### src/rtl/mem_pkg.sv
// Shared definitions for the mem_master slice: funct3 codes, FSM states,
// memory op direction constants and the funct3 legality helper.
package mem_pkg;

  localparam logic [2:0] F3_B  = 3'b000;
  localparam logic [2:0] F3_H  = 3'b001;
  localparam logic [2:0] F3_W  = 3'b010;
  localparam logic [2:0] F3_BU = 3'b100;
  localparam logic [2:0] F3_HU = 3'b101;

  localparam logic MEM_OP_READ  = 1'b0;
  localparam logic MEM_OP_WRITE = 1'b1;

  typedef enum logic [1:0] {
    IDLE = 2'd0,
    RD   = 2'd1,
    WR   = 2'd2,
    ERR  = 2'd3
  } state_e;

  function automatic logic f3_legal(input logic we, input logic [2:0] f3);
    if (we) return (f3 == F3_B) || (f3 == F3_H) || (f3 == F3_W);
    return (f3 == F3_B) || (f3 == F3_H) || (f3 == F3_W) ||
           (f3 == F3_BU) || (f3 == F3_HU);
  endfunction

endpackage

### src/rtl/mem_master_if.sv
// Request/response handshake and memory-port bundle for mem_master.
// master = the initiator block, slave = core plus memory side.
interface mem_master_if #(
  parameter int unsigned ADDR_WIDTH = 32,
  parameter int unsigned DATA_WIDTH = 32
);
  logic                  req_valid;
  logic                  req_ready;
  logic                  req_we;
  logic [2:0]            req_funct3;
  logic [ADDR_WIDTH-1:0] req_addr;
  logic [DATA_WIDTH-1:0] req_wdata;
  logic                  resp_valid;
  logic [DATA_WIDTH-1:0] resp_rdata;
  logic                  resp_err;
  logic                  mem_op;
  logic                  mem_rw;
  logic [ADDR_WIDTH-1:0] mem_addr;
  logic [DATA_WIDTH-1:0] mem_data_w;
  logic [DATA_WIDTH-1:0] mem_data_r;

  modport master (
    input  req_valid, req_we, req_funct3, req_addr, req_wdata, mem_data_r,
    output req_ready, resp_valid, resp_rdata, resp_err,
           mem_op, mem_rw, mem_addr, mem_data_w
  );

  modport slave (
    output req_valid, req_we, req_funct3, req_addr, req_wdata, mem_data_r,
    input  req_ready, resp_valid, resp_rdata, resp_err,
           mem_op, mem_rw, mem_addr, mem_data_w
  );
endinterface

### src/rtl/mem_master_align.sv
// Combinational load extension (LB/LH/LBU/LHU/LW) and sub-word store merge
// of the low byte/half into a word read back from memory.
module mem_master_align
  import mem_pkg::*;
#(
  parameter int unsigned DATA_WIDTH = 32
) (
  input  logic [2:0]            funct3,
  input  logic [DATA_WIDTH-1:0] rdata,
  input  logic [15:0]           wdata_lo,
  output logic [DATA_WIDTH-1:0] load_data,
  output logic [DATA_WIDTH-1:0] merged_data
);

  always_comb begin
    load_data = rdata;
    unique case (funct3)
      F3_B:    load_data = {{(DATA_WIDTH-8){rdata[7]}}, rdata[7:0]};
      F3_H:    load_data = {{(DATA_WIDTH-16){rdata[15]}}, rdata[15:0]};
      F3_BU:   load_data = {{(DATA_WIDTH-8){1'b0}}, rdata[7:0]};
      F3_HU:   load_data = {{(DATA_WIDTH-16){1'b0}}, rdata[15:0]};
      default: load_data = rdata;
    endcase
  end

  always_comb begin
    merged_data = {rdata[DATA_WIDTH-1:8], wdata_lo[7:0]};
    if (funct3 == F3_H) merged_data = {rdata[DATA_WIDTH-1:16], wdata_lo};
  end

endmodule

### src/rtl/mem_master.sv
// RV32 load/store initiator: single read for loads, read-modify-write for SB/SH.
// Define MEM_MASTER_MISALIGN_CHECK_EN to fault misaligned halfword/word accesses.
module mem_master
  import mem_pkg::*;
#(
  parameter int unsigned ADDR_WIDTH = 32,
  parameter int unsigned DATA_WIDTH = 32,
  parameter int unsigned MEM_SIZE   = 1024
) (
  input  logic          sys_clk,
  input  logic          sys_rst_n,
  mem_master_if.master  bus
);

  // addr + 3 >= MEM_SIZE rewritten as addr >= MEM_SIZE - 3 to avoid wraparound
  localparam logic [ADDR_WIDTH-1:0] ADDR_LIMIT = ADDR_WIDTH'(MEM_SIZE - 3);

  state_e                state_q, state_d;
  logic                  we_q, we_d;
  logic [2:0]            f3_q, f3_d;
  logic [15:0]           wlo_q, wlo_d;
  logic                  mem_op_q, mem_op_d;
  logic                  mem_rw_q, mem_rw_d;
  logic [ADDR_WIDTH-1:0] mem_addr_q, mem_addr_d;
  logic [DATA_WIDTH-1:0] mem_data_w_q, mem_data_w_d;
  logic                  resp_valid_q, resp_valid_d;
  logic [DATA_WIDTH-1:0] resp_rdata_q, resp_rdata_d;
  logic                  resp_err_q, resp_err_d;

  logic                  accept;
  logic                  misalign;
  logic                  bad_req;
  logic                  needs_read;
  logic [DATA_WIDTH-1:0] load_data;
  logic [DATA_WIDTH-1:0] merged_data;

  mem_master_align #(.DATA_WIDTH(DATA_WIDTH)) u_align (
    .funct3      (f3_q),
    .rdata       (bus.mem_data_r),
    .wdata_lo    (wlo_q),
    .load_data   (load_data),
    .merged_data (merged_data)
  );

  assign accept = bus.req_valid && (state_q == IDLE);

`ifdef MEM_MASTER_MISALIGN_CHECK_EN
  always_comb begin
    misalign = 1'b0;
    if (bus.req_funct3[1:0] == 2'b01) misalign = bus.req_addr[0];
    if (bus.req_funct3[1:0] == 2'b10) misalign = (bus.req_addr[1:0] != 2'b00);
  end
`else
  assign misalign = 1'b0;
`endif

  assign bad_req = !f3_legal(bus.req_we, bus.req_funct3) ||
                   (bus.req_addr >= ADDR_LIMIT) || misalign;
  assign needs_read = !bus.req_we || (bus.req_funct3 != F3_W);

  always_ff @(posedge sys_clk or negedge sys_rst_n) begin
    if (!sys_rst_n) begin
      state_q      <= IDLE;
      we_q         <= 1'b0;
      f3_q         <= '0;
      wlo_q        <= '0;
      mem_op_q     <= 1'b0;
      mem_rw_q     <= MEM_OP_READ;
      mem_addr_q   <= '0;
      mem_data_w_q <= '0;
      resp_valid_q <= 1'b0;
      resp_rdata_q <= '0;
      resp_err_q   <= 1'b0;
    end else begin
      state_q      <= state_d;
      we_q         <= we_d;
      f3_q         <= f3_d;
      wlo_q        <= wlo_d;
      mem_op_q     <= mem_op_d;
      mem_rw_q     <= mem_rw_d;
      mem_addr_q   <= mem_addr_d;
      mem_data_w_q <= mem_data_w_d;
      resp_valid_q <= resp_valid_d;
      resp_rdata_q <= resp_rdata_d;
      resp_err_q   <= resp_err_d;
    end
  end

  always_comb begin
    state_d = state_q;
    unique case (state_q)
      IDLE: begin
        if (accept) begin
          if (bad_req)         state_d = ERR;
          else if (needs_read) state_d = RD;
          else                 state_d = WR;
        end
      end
      RD:      state_d = we_q ? WR : IDLE;
      WR:      state_d = IDLE;
      ERR:     state_d = IDLE;
      default: state_d = IDLE;
    endcase
  end

  always_comb begin
    we_d         = we_q;
    f3_d         = f3_q;
    wlo_d        = wlo_q;
    mem_op_d     = 1'b0;
    mem_rw_d     = MEM_OP_READ;
    mem_addr_d   = mem_addr_q;
    mem_data_w_d = mem_data_w_q;
    resp_valid_d = 1'b0;
    resp_rdata_d = '0;
    resp_err_d   = 1'b0;
    unique case (state_q)
      IDLE: begin
        if (accept) begin
          we_d       = bus.req_we;
          f3_d       = bus.req_funct3;
          wlo_d      = bus.req_wdata[15:0];
          mem_addr_d = bus.req_addr;
          if (!bad_req) begin
            mem_op_d = 1'b1;
            if (!needs_read) begin
              mem_rw_d     = MEM_OP_WRITE;
              mem_data_w_d = bus.req_wdata;
            end
          end
        end
      end
      RD: begin
        if (we_q) begin
          mem_op_d     = 1'b1;
          mem_rw_d     = MEM_OP_WRITE;
          mem_data_w_d = merged_data;
        end else begin
          resp_valid_d = 1'b1;
          resp_rdata_d = load_data;
        end
      end
      WR: resp_valid_d = 1'b1;
      ERR: begin
        resp_valid_d = 1'b1;
        resp_err_d   = 1'b1;
      end
      default: ;
    endcase
  end

  assign bus.req_ready  = (state_q == IDLE);
  assign bus.resp_valid = resp_valid_q;
  assign bus.resp_rdata = resp_rdata_q;
  assign bus.resp_err   = resp_err_q;
  assign bus.mem_op     = mem_op_q;
  assign bus.mem_rw     = mem_rw_q;
  assign bus.mem_addr   = mem_addr_q;
  assign bus.mem_data_w = mem_data_w_q;

endmodule

### src/flat_wrapper.sv
// flat-port wrapper written by rule: the top's interface ports become plain ports
module mem_master_flat import mem_pkg::*;
#(
  parameter int unsigned ADDR_WIDTH = 32,
  parameter int unsigned DATA_WIDTH = 32,
  parameter int unsigned MEM_SIZE   = 1024
)
  (sys_clk, sys_rst_n, bus_req_valid, bus_req_we, bus_req_funct3, bus_req_addr, bus_req_wdata, bus_mem_data_r, bus_req_ready, bus_resp_valid, bus_resp_rdata, bus_resp_err, bus_mem_op, bus_mem_rw, bus_mem_addr, bus_mem_data_w);
  mem_master_if #(.ADDR_WIDTH(ADDR_WIDTH), .DATA_WIDTH(DATA_WIDTH)) bus_i ();
  input  logic sys_clk;
  input  logic sys_rst_n;
  input wire logic [$bits(bus_i.req_valid)-1:0] bus_req_valid;
  input wire logic [$bits(bus_i.req_we)-1:0] bus_req_we;
  input wire logic [$bits(bus_i.req_funct3)-1:0] bus_req_funct3;
  input wire logic [$bits(bus_i.req_addr)-1:0] bus_req_addr;
  input wire logic [$bits(bus_i.req_wdata)-1:0] bus_req_wdata;
  input wire logic [$bits(bus_i.mem_data_r)-1:0] bus_mem_data_r;
  output wire logic [$bits(bus_i.req_ready)-1:0] bus_req_ready;
  output wire logic [$bits(bus_i.resp_valid)-1:0] bus_resp_valid;
  output wire logic [$bits(bus_i.resp_rdata)-1:0] bus_resp_rdata;
  output wire logic [$bits(bus_i.resp_err)-1:0] bus_resp_err;
  output wire logic [$bits(bus_i.mem_op)-1:0] bus_mem_op;
  output wire logic [$bits(bus_i.mem_rw)-1:0] bus_mem_rw;
  output wire logic [$bits(bus_i.mem_addr)-1:0] bus_mem_addr;
  output wire logic [$bits(bus_i.mem_data_w)-1:0] bus_mem_data_w;
  assign bus_i.req_valid = bus_req_valid;
  assign bus_i.req_we = bus_req_we;
  assign bus_i.req_funct3 = bus_req_funct3;
  assign bus_i.req_addr = bus_req_addr;
  assign bus_i.req_wdata = bus_req_wdata;
  assign bus_i.mem_data_r = bus_mem_data_r;
  assign bus_req_ready = bus_i.req_ready;
  assign bus_resp_valid = bus_i.resp_valid;
  assign bus_resp_rdata = bus_i.resp_rdata;
  assign bus_resp_err = bus_i.resp_err;
  assign bus_mem_op = bus_i.mem_op;
  assign bus_mem_rw = bus_i.mem_rw;
  assign bus_mem_addr = bus_i.mem_addr;
  assign bus_mem_data_w = bus_i.mem_data_w;
  mem_master #(.ADDR_WIDTH(ADDR_WIDTH), .DATA_WIDTH(DATA_WIDTH), .MEM_SIZE(MEM_SIZE)) u_core (.sys_clk(sys_clk), .sys_rst_n(sys_rst_n), .bus(bus_i));
endmodule
### config.mk
export PLATFORM = sky130hd
export DESIGN_NAME = mem_master_flat
export DESIGN_NICKNAME = d
export VERILOG_FILES = /design/src/rtl/mem_pkg.sv /design/src/rtl/mem_master_if.sv /design/src/rtl/mem_master_align.sv /design/src/rtl/mem_master.sv /design/src/flat_wrapper.sv
export SDC_FILE = /design/constraint.sdc
export NUM_CORES = 1
export LEC_CHECK = 0
export BUFFER_PORTS_ARGS = -buffer_cell sky130_fd_sc_hd__buf_2
export CAP_MARGIN = 10
export CELL_PAD_IN_SITES_DETAIL_PLACEMENT = 0
export CELL_PAD_IN_SITES_GLOBAL_PLACEMENT = 1
export CORE_MARGIN = 3
export CORE_UTILIZATION = 39
export DETAILED_ROUTE_END_ITERATION = 7
export GPL_TIMING_DRIVEN = 1
export PLACE_DENSITY = 0.83
export SLEW_MARGIN = 20
export SYNTH_ARGS = -nofsm -noshare
export SYNTH_HDL_FRONTEND = slang
export SYNTH_SLANG_ARGS = --single-unit
### constraint.sdc
create_clock -name sys_clk -period 3.5 [get_ports sys_clk]
set_input_delay 0.7 -clock sys_clk [delete_from_list [all_inputs] [get_ports sys_clk]]
set_output_delay 0.7 -clock sys_clk [all_outputs]
set_load 0.01 [all_outputs]
# Word level (Yosys, flattened, before mapping)
# Cells that the tools add are included.
# Widths: inputs -> output; s select.
word_totals:
  register_bits: 122
  latchBits: 0
  ramBits: 0
  rom_bits: 0
  in_bits: 103
  output_inout_bits: 101
  elab_cells: 71
  n_memories: 0
classes:
  add_sub_neg: 0
  mul: 0
  n_div: 0
  n_lt_le_gt_ge: 1
  eq_ne: 15
  shifts: 0
  muxes: 28
  n_bitwise: 0
  n_reduce_logical: 16
op_table:
  columns: ["cell", "n"]
  rows:
  - ["$mux 32", 6]
  - ["$pmux 32 s4", 1]
  - ["$pmux 32 s2", 1]
  - ["$ge 32x10->1 const B", 1]
  - ["$mux 16", 1]
  - ["$eq 3x3->1 const B", 4]
  - ["$mux 1", 11]
  - ["$mux 2", 4]
  - ["$eq 3x1->1 const B", 2]
  - ["$logic_not 3->1", 2]
  - ["$logic_or 1x1->1", 6]
  - ["$pmux 1 s2", 3]
  - ["$pmux 2 s3", 1]
  - ["$reduce_and 5->1", 1]
  - ["$eq 2x2->1 const B", 2]
  - ["$ne 2x1->1 const B", 2]
  - ["$ne 2x2->1 const B", 2]
  - ["$eq 3x2->1 const B", 1]
  - ["$ne 3x2->1 const B", 1]
  - ["$eq 2x1->1 const B", 1]
  - ["$logic_not 1->1", 2]
  - ["$logic_not 2->1", 1]
  - ["$reduce_and 2->1", 1]
  - ["$reduce_bool 2->1", 1]
  - ["other kinds (2)", 2]

# Depth between registers and ports, before layout
depth:
  word_depth: 11
  ltp_mapped: 6
  depth_no_buf: 5

# Hierarchy
# From an unflattened synthesis, not the netlist that was laid out.
unflattened:
  hier_cells: 422
  hier_area_um2: 5387.7
modules_own_cells:
  columns: ["module", "instances", "cells_per_inst", "area_per_inst_um2", "seq_area_each_um2"]
  rows:
  - ["mem_master", 1, 322, 4732.0, 3052.9]
  - ["mem_master_align", 1, 100, 655.6, 0.0]

# Least setup slack after synthesis
# Ideal clock, no wire load.
synth_timing:
  kind: "input to register"
  startpoint: "in bus_req_addr[3]"
  endpoint: "reg u_core.mem_data_w_q[10] (netlist: u_core.bus.mem_data_w[10])"
  t_arrival_ns: 1.938
  t_required_ns: 3.375
  path_slack_ns: 1.437
  stages: 6
  n_path_buf: 1
  cell_sequence: "nand4_1 -> nor3_1 -> nor3_4 -> a22oi_4 -> buf_6 -> mux2_4"
synth_between:
  elab_chain_cells: 4
synth_rtl:
  columns: ["item", "line", "rtl"]
  rows:
  - ["from (decl)", "flat_wrapper.sv:15", "input wire logic [$bits(bus_i.req_addr)-1:0] bus_req_addr;"]
  - ["$ge 32x10->1", "mem_master.sv:58", "(bus.req_addr >= ADDR_LIMIT) || misalign;"]
  - ["$logic_or 1x1->1", "mem_master.sv:57", "assign bad_req = !f3_legal(bus.req_we, bus.req_funct3) ||"]
  - ["$ne 2x2->1 (no line)", null, null]
  - ["$reduce_and 5->1 (no line)", null, null]
  - ["to (signal assigned)", "mem_master.sv:82", "mem_data_w_q <= mem_data_w_d;"]
  - ["to (decl)", "mem_master.sv:25", "logic [DATA_WIDTH-1:0] mem_data_w_q, mem_data_w_d;"]
# Every way passes these cells.
# A chain may end at the register's enable or synchronous reset.

# Worst setup path in the final report
layout_timing:
  startpoint: "reg u_core.f3_q[0]"
  endpoint: "reg u_core.mem_data_w_q[8] (netlist: u_core.bus.mem_data_w[8])"
layout_between:
  elab_chain_cells: 4
layout_rtl:
  columns: ["item", "line", "rtl"]
  rows:
  - ["from (decl)", "mem_master.sv:20", "logic [2:0] f3_q, f3_d;"]
  - ["from (signal assigned)", "mem_master.sv:65", "f3_q <= '0;"]
  - ["from (signal assigned)", "mem_master.sv:77", "f3_q <= f3_d;"]
  - ["$eq 3x1->1", "mem_master_align.sv:28", "if (funct3 == F3_H) merged_data = {rdata[DATA_WIDTH-1:16], wdata_lo};"]
  - ["$mux 16", "mem_master_align.sv:28", null]
  - ["$mux 32", "mem_master.sv:134", "if (we_q) begin"]
  - ["$pmux 32 s2", "mem_master.sv:117", "unique case (state_q)"]
# Every way passes these cells. The select of a mux whose other input is x is not followed.

==> results.cfg <==
[run_status]
outcome = finished clean

[timing]
hold_viol = 0
finalCriticalPeriod_ns = 2.16
worst_slew_pin_slew_ns = 0.940
holdWs_ns = 0.407
min_period_over_period_pct = 61.7
fmax_mhz = 463
setup_tns_ns = 0
rsz0062_at_grt = no
fin_skew_ns = 0.00979
finalSetupViolations = 0
slew_violations = 0
setup_slack_ns = 1.34
max-slew-margin-rel_pct = 37.1

[synth]
ys_types = 32
syn_avg_cell_area_sq_um = 10.0
synth-seq-cells = 122
seq_area_frac_synth_pct = 59.4
ys_warn_count = 0
syn-cell-area_sq_um = 5140
synthCells = 513
syn-num-nets = 616
synthArstFlopShare_pct = 100
synth_flop_cell = dfrtp_1
synth_edf_count = 0

[die]
io-pin-count = 204
start_util_pct = 40.2
dieHeight_um = 121
die_w_um = 121
placementRows = 41
core_area_sq_um = 12800
die_area_sq_um = 14600

[final_layout]
design_area_sq_um = 6900
final_nets = 814
num_antenna_cells = 0
drive_gt1_share_pct = 37.9
syn_to_final_growth_pct = 34.3
finalNonFillerCells = 893
post-route-util_pct = 54.0
final_common_cell = nand2_1
mostFrequentLayoutCells = 205 x nand2_1, 202 x buf_2, 122 x dfrtp_1

[route]
firstDrtPassIters = 6
first_iter_violations = 289
vias_per_cell = 4.79
routed_wl_um = 14000
antenna_left = 0
drc = 0
wl_per_cell_um = 15.6
vias = 4274

[place]
dpl.cell_count = 864
port_buffers = 203
place_ws_ns = 1.01
placed_cell_area_sq_um = 6320
hpwl_um = 9720
gp_congestion = 0.790

[clock_network]
numCtsBuffers = 17
clockBufferDepth = 2
worstSkewPairLatency_ns = 0.40
path_clk_slew_ns = 0.06
cts_setup_buffers = 0
ctsResizeCount = 0
cts_sinks = 122
cts_root_buf = clkbuf_16
htree_levels = 4
cts_tree = yes
hold_buffers = 0

[worst_setup_path]
cp-start-kind = flip-flop
crit_arrival_ns = 2.45
crit_fanout = 12
end_kind = flip-flop
required_ns = 3.79
critical_path_class = flip-flop to flip-flop

[flow_run]
maxCapViolCount = 0

[grt]
overflow = 0
grt_use_total_pct = 19.3
first_global_vias = 4300
grt_antenna_before_repair = 0
grt_max_degree = 65
grt_pass1_wl_um = 22000

[pwr]
cellPowerDensity_nw_per_um2 = 855
vdd_ir_drop_max_mv = 0.389
leakagePower_nw = 3.98
p_total_mw = 5.90

[worst_hold_path]
hold_path_class = primary input to async pin
## worst max-delay path, cell delays in order (launching register included)
cell,delay (ns)
dfrtp_1,0.56
nor3b_2,0.84
mux2i_1,0.26
o21ai_0,0.10
mux2_4,0.29
## synth_stat cells (5+ instances only)
cell type | number | area [sq um]
nor4_1 | 5 | 31.3
a21oi_1 | 24 | 120
o21ai_0 | 32 | 160
dfrtp_1 | 122 | 3050
inv_1 | 17 | 63.8
nor2_1 | 5 | 18.8
clkbuf_1 | 20 | 75.1
buf_1 | 5 | 18.8
mux2i_1 | 9 | 90.1
mux2_4 | 29 | 435
nand2_1 | 206 | 773
and3_1 | 8 | 50.1
## logic make-up after synthesis
group | synth area share, %
AO/OA/AOI/OAI | 6.94
buffers and inverters | 3.99
flip-flops | 59.4
multiplexers | 10.9
AND/OR/NAND/NOR | 18.8
## state kept, by name (all words and copies together) (netlist names)
signal,flops
u_core.bus.mem_addr,32
u_core.bus.mem_data_w,32
u_core.bus.resp_rdata,32
u_core.wlo_q,16
u_core.f3_q,3
u_core.state_q,2
u_core.bus.mem_op,1
u_core.bus.mem_rw,1
u_core.bus.resp_err,1
u_core.bus.resp_valid,1
u_core.we_q,1
## report_power, final
| part | internal, mW | switching, mW | total [mW] |
|---|---|---|---|
| Combinational | 0.871 | 1.05 | 1.92 |
| Sequential | 1.96 | 0.315 | 2.27 |
| Clock | 1.11 | 0.596 | 1.70 |
## cell type report
cell class,count,area (sq um)
timing repair buffer,209,1090
fill,1161,5870
inverter,18,67.6
multi-input combinational,343,1900
sequential,122,3050
clock inverter,7,92.6
tap,172,215
clock buffer,22,484
## layer usage
layer | GRT usage, % | up-vias | part of all wire (%)
met5 | 0 | - | 0
met4 | 5.24 | 0 | 0.81
met3 | 7.11 | 10 | 9.5
met2 | 30.9 | 184 | 46
met1 | 24.8 | 2028 | 44
li1 | - | 2052 | -
## worst paths after layout
path                                                     startpoint                                    end  slack, ns  cells after the start
worst max-delay path                     u_core.f3_q[0]$_DFFE_PN0P_   u_core.bus.mem_data_w[8]$_DFFE_PN0P_       1.34                      4
worst max register to register           u_core.f3_q[0]$_DFFE_PN0P_   u_core.bus.mem_data_w[8]$_DFFE_PN0P_       1.34                      4
worst min-delay path                                      sys_rst_n  u_core.bus.mem_data_w[28]$_DFFE_PN0P_       0.41                      1
worst min register to register  u_core.bus.mem_addr[29]$_DFFE_PN0P_    u_core.bus.mem_addr[29]$_DFFE_PN0P_       0.47                      2
min in group sys_clk            u_core.bus.mem_addr[29]$_DFFE_PN0P_    u_core.bus.mem_addr[29]$_DFFE_PN0P_       0.47                      2
max in group asynchronous                                 sys_rst_n     u_core.bus.resp_rdata[7]$_DFF_PN0_       2.28                      2
No activity file was read; power rests on OpenSTA's default activity.
